`config.mk`:
```
export PLATFORM = sky130hd
export DESIGN_NAME = imem_port_arbiter
export DESIGN_NICKNAME = d
export VERILOG_FILES = /design/src/rtl/imem_port_arbiter.sv
export SDC_FILE = /design/constraint.sdc
export NUM_CORES = 1
export LEC_CHECK = 0
export ABC_AREA = 1
export CORE_MARGIN = 5
export CORE_UTILIZATION = 63
export DETAILED_ROUTE_END_ITERATION = 6
export DONT_BUFFER_PORTS = 1
export PLACE_DENSITY = 0.79
export SLEW_MARGIN = 25
export SYNTH_ARGS = -nofsm -noshare
export SYNTH_HDL_FRONTEND = slang
export SYNTH_SLANG_ARGS = --single-unit
```
`constraint.sdc`:
```
create_clock -name clk -period 4.9 [get_ports clk]
set_clock_uncertainty 0.1 [all_clocks]
set_input_delay 0.98 -clock clk [delete_from_list [all_inputs] [get_ports clk]]
set_output_delay 0.98 -clock clk [all_outputs]
set_load 0.02 [all_outputs]
```
`src/rtl/imem_port_arbiter.sv`:
```
// Shares the single byte-wide instruction memory port between instruction fetch
// and the program loader. Each word access is sequenced as four byte cycles.
module imem_port_arbiter #(
    parameter int ADDR_W = 8
) (
    input  logic              clk,
    input  logic              rst,
    input  logic              f_req,
    input  logic [ADDR_W-1:0] f_addr,
    output logic              f_gnt,
    output logic              f_valid,
    output logic [31:0]       f_instr,
    input  logic              l_req,
    input  logic [ADDR_W-1:0] l_addr,
    input  logic [31:0]       l_wdata,
    output logic              l_gnt,
    output logic              l_done,
    output logic [ADDR_W-1:0] mem_addr,
    output logic              mem_we,
    output logic [7:0]        mem_wdata,
    input  logic [7:0]        mem_rdata,
    output logic              busy
);

    typedef enum logic [3:0] {
        IDLE, RD0, RD1, RD2, RD3, RWAIT, WR0, WR1, WR2, WR3
    } state_t;

    state_t            state_reg, state_next;
    logic [ADDR_W-1:0] base_reg, base_next;
    logic [31:0]       wdata_reg, wdata_next;
    logic              last_grant_reg, last_grant_next;  // 1 = loader won last
    logic [23:0]       bytes_reg;
    logic [31:0]       f_instr_reg;
    logic              f_valid_reg, l_done_reg;
    logic [ADDR_W-1:0] mem_addr_reg, mem_addr_next;
    logic              mem_we_reg, mem_we_next;
    logic [7:0]        mem_wdata_reg, mem_wdata_next;
    logic [1:0]        offset_next;
    logic              grant_f, grant_l;

    always_comb begin
        grant_f = 1'b0;
        grant_l = 1'b0;
        if (state_reg == IDLE && !rst) begin
            if (f_req && l_req) begin
                if (last_grant_reg) grant_f = 1'b1;
                else                grant_l = 1'b1;
            end else if (f_req) begin
                grant_f = 1'b1;
            end else if (l_req) begin
                grant_l = 1'b1;
            end
        end
    end

    always_comb begin
        state_next      = state_reg;
        base_next       = base_reg;
        wdata_next      = wdata_reg;
        last_grant_next = last_grant_reg;
        case (state_reg)
            IDLE: begin
                if (grant_f) begin
                    state_next      = RD0;
                    base_next       = f_addr;
                    last_grant_next = 1'b0;
                end else if (grant_l) begin
                    state_next      = WR0;
                    base_next       = l_addr;
                    wdata_next      = l_wdata;
                    last_grant_next = 1'b1;
                end
            end
            RD0:     state_next = RD1;
            RD1:     state_next = RD2;
            RD2:     state_next = RD3;
            RD3:     state_next = RWAIT;
            RWAIT:   state_next = IDLE;
            WR0:     state_next = WR1;
            WR1:     state_next = WR2;
            WR2:     state_next = WR3;
            WR3:     state_next = IDLE;
            default: state_next = IDLE;
        endcase
    end

    // Memory-side outputs are computed for the upcoming state and registered,
    // so the port pins never see a combinational path from the requesters.
    always_comb begin
        offset_next    = 2'd0;
        mem_addr_next  = '0;
        mem_we_next    = 1'b0;
        mem_wdata_next = 8'h00;
        case (state_next)
            RD0, WR0: offset_next = 2'd0;
            RD1, WR1: offset_next = 2'd1;
            RD2, WR2: offset_next = 2'd2;
            RD3, WR3: offset_next = 2'd3;
            default:  offset_next = 2'd0;
        endcase
        case (state_next)
            RD0, RD1, RD2, RD3: begin
                mem_addr_next = base_next + ADDR_W'(offset_next);
            end
            WR0, WR1, WR2, WR3: begin
                mem_addr_next  = base_next + ADDR_W'(offset_next);
                mem_we_next    = 1'b1;
                mem_wdata_next = wdata_next[{offset_next, 3'b000} +: 8];
            end
            default: ;
        endcase
    end

    always_ff @(posedge clk) begin
        if (rst) begin
            state_reg      <= IDLE;
            base_reg       <= '0;
            wdata_reg      <= 32'h0;
            last_grant_reg <= 1'b0;
            f_instr_reg    <= 32'h0;
            f_valid_reg    <= 1'b0;
            l_done_reg     <= 1'b0;
            mem_addr_reg   <= '0;
            mem_we_reg     <= 1'b0;
            mem_wdata_reg  <= 8'h00;
        end else begin
            state_reg      <= state_next;
            base_reg       <= base_next;
            wdata_reg      <= wdata_next;
            last_grant_reg <= last_grant_next;
            f_valid_reg    <= (state_reg == RWAIT);
            l_done_reg     <= (state_reg == WR3);
            mem_addr_reg   <= mem_addr_next;
            mem_we_reg     <= mem_we_next;
            mem_wdata_reg  <= mem_wdata_next;
            if (state_reg == RWAIT) begin
                f_instr_reg <= {mem_rdata, bytes_reg};
            end
        end
    end

    // Byte lanes 0..2 are captured in RD1..RD3; lane 3 goes straight into f_instr.
    generate
        for (genvar gi = 0; gi < 3; gi++) begin : g_lane
            localparam state_t CAP_STATE = state_t'(int'(RD1) + gi);
            always_ff @(posedge clk) begin
                if (rst) begin
                    bytes_reg[8*gi +: 8] <= 8'h00;
                end else if (state_reg == CAP_STATE) begin
                    bytes_reg[8*gi +: 8] <= mem_rdata;
                end
            end
        end
    endgenerate

    assign f_gnt     = grant_f;
    assign l_gnt     = grant_l;
    assign f_valid   = f_valid_reg;
    assign f_instr   = f_instr_reg;
    assign l_done    = l_done_reg;
    assign mem_addr  = mem_addr_reg;
    assign mem_we    = mem_we_reg;
    assign mem_wdata = mem_wdata_reg;
    assign busy      = (state_reg != IDLE);

endmodule

```
==> qor.csv <==
metric,value,unit
initial antenna violation count,0,
Routed Wire Length,11.38,mm
setup TNS,0,ns
fillers,620,
Syn Inst Count,646,
ANT nets after route,0,
synthesized cell area,4917,sq um
vias in the first global route,3885,
Worst-Margin Slew,0.9329,ns
fin crit share,71.53,%
CTS Buf Count,17,
IO buf count,0,
GPL Wtd Cong,0.8270,
Main synth FF type,dfxtp_1,
Final Non-Filler Cells,756,
Hold Buf Count CTS,0,
Post-DP Area,4925,sq um
CP Cell Sequence,nor2_4 > nand2_2 > nor2_4 > nand2_1 > nand4_1 > inv_1 > ha_1 > or2_1 > nand2_4 > nand2_4 > inv_1 > ha_1 > inv_1 > fa_1 > nor2_2 > xor2_1 > nor2_1,
initial DRC count,228,
crit path from,state_reg[0],
Required @ worst endpoint,5.18,ns
"Seq/Total Area, Yosys",48.85,%
hpwl dp,7.859,mm
Sw Pwr,1229,uW
grt ovf,0,
worst vdd ir,0.3680,mV
dpl ws,1.101,ns
post-route cell area,5483,sq um
WL/cell,15.06,um
largest area contributor in the netlist,dfxtp_1,
worst-path fanout max,17,
first-pass GRT wire length,18.46,mm
Hold/Removal Path Class,register to register,
Synth top area share,48.85,%
setup bufs post-CTS,0,
CTS Sinks,120,
Clock Power Share,33.4,%
share of power burned in registers,36.8,%
"count leader, synth",nor2_1,
critical path's slowest cell,fa_1,
All-Layer GR Usage,23.60,%
Synth Area per Inst,7.612,sq um
CTS Root Cell,clkbuf_8,
Boundary Pins,114,
hold_sp,bytes_reg[11],
Initial Util,64.30,%
die area,9672,sq um
fin crit period,3.505,ns
syn_nets,713,
yosys warns,0,
Setup WS post-layout,1.395,ns
placed insts,724,
Die Ht,98.35,um
startpoint type of the worst setup path,register,
Fin. Hold Viols,0,
H-tree Lvls,4,
CTS resizes,0,
Synth area leaders,"dfxtp_1 49%, nor2_1 14%, o21ai_0 6.2%, nand2_1 4.6%, nand3_1 4.0%",
Antenna Cells,0,
largest net degree at the start of global routing,60,
Worst path most repeated cell,inv_1,
share of layout cells above drive strength 1,12.23,%
Slew headroom,37.74,%
vias per std cell,5.468,
status,"complete, no violations",
Yosys cell types,35,
Post-synth EDFFs,0,
first drt pass iteration count,6,
Bufs on Longest Clock Path,2,
via count,4134,
RSZ-0062 raised after global routing,false,
LEAKAGE,0.002382,uW
Rows,32,
Core Area,7647,sq um
endpoints failing setup,0,
Crit Path Class,register to register,
kind of end point of the critical path,register,
async set-reset flop share out of synthesis,0,%
P&R area growth vs syn,11.50,%
nets,708,
Final Max Tran Viols,0,
Die Width,98.35,um
Comb power frac,29.8,%
residual DRC count,0,
max-cap violation count,0,
synth cell count leaders,"180 x nor2_1, 120 x dfxtp_1, 61 x o21ai_0, 60 x nand2_1, 45 x inv_1",
worst-skew pair later-pin latency,0.50,ns
P per Cell Area,621.2,nW/um^2
Sw Share,36.07,%
CP peak stage delay,0.42,ns
synthesis-stage register bit count,120,
FF-to-FF Start,state_reg[0],
Int Power,2177,uW
final core occ,71.70,%
Fmax,285.3,MHz
CP arrival,3.79,ns
"Reg clk slew, reported paths",0.06,ns
CTS tree,yes,
## per-layer routing
| metal | vias to the layer above | GRT usage, % | share of wire, % |
|---|---|---|---|
| met5 | - | 0 | 0 |
| met4 | 0 | 9.454 | 2.8 |
| met3 | 31 | 8.714 | 9.2 |
| met2 | 164 | 37.60 | 47 |
| met1 | 1883 | 28.97 | 41 |
| li1 | 2056 | - | - |
## power groups by stage
stage / Clock (uW) / Combinational [uW] / Sequential, uW
2_1_floorplan: 0 / 846 / 1250
5_1_grt: 1200 / 1160 / 1270
6_report: 1140 / 1020 / 1250
3_3_place_gp: 0 / 949 / 1270
4_1_cts: 1150 / 1010 / 1250
3_5_place_dp: 0 / 990 / 1270
## stage by stage
step	power (uW)	hold WS [ns]
4_1_cts	3420	0.3838
3_5_place_dp	2264	0.3711
6_report	3406	0.3822
3_3_place_gp	2217	0.3626
2_1_floorplan	2099	0.3495
5_1_grt	3630	0.4114
## path summary, 6_finish.rpt
| path | to | slack [ns] | depth (start not counted) |
|---|---|---|---|
| max | mem_addr[4] | 1.40 | 17 |
| min | bytes_reg[11] | 0.38 | 2 |
| max reg2reg | mem_addr[4] | 1.40 | 17 |
| min reg2reg | bytes_reg[11] | 0.38 | 2 |
## cell type report
| cell class | instances | area, sq um | share of cell area, % |
|---|---|---|---|
| Tap cell | 102 | 127.6 | 2.328 |
| Timing Repair Buffer | 4 | 30.03 | 0.5477 |
| Inverter | 49 | 183.9 | 3.355 |
| Multi-Input combinational cell | 449 | 2181 | 39.78 |
| Clock inverter | 11 | 98.84 | 1.803 |
| Sequential cell | 120 | 2402 | 43.82 |
| Clock buffer | 21 | 459.2 | 8.375 |
## critical path: cells and delay by family, from the launching register on
family	cells	cell delay, ns
and+or+nand+nor	10	1.60
adders and majority gates	3	0.87
DFF	1	0.39
buffers and inverters	3	0.26
xor gates and xnor gates	1	0.16
## kinds of logic after synthesis
| logic type | share of synthesized area [%] |
|---|---|
| AOI/OAI and AO/OA | 11.45 |
| and+or+nand+nor | 28.80 |
| DFF | 48.85 |
| xor gates and xnor gates | 0.5344 |
| adders and majority gates | 1.934 |
| muxes | 1.629 |
| buffers and inverters | 6.794 |
## layout by cell type, fill, tap and decap left out, types with 6 or more instances in the layout
master      Yosys  final
nor2_1        180    180
dfxtp_1       120    120
o21ai_0        61     61
nand2_1        60     60
inv_1          45     45
nand3_1        39     39
o21ai_1        23     23
or2_2          17     17
clkbuf_16       0     16
a21oi_1        13     13
mux2i_1         8      8
nor2_2          6      6
ha_1            6      6
clkinvlp_4      0      6
Power figures use the tool's default switching activity.
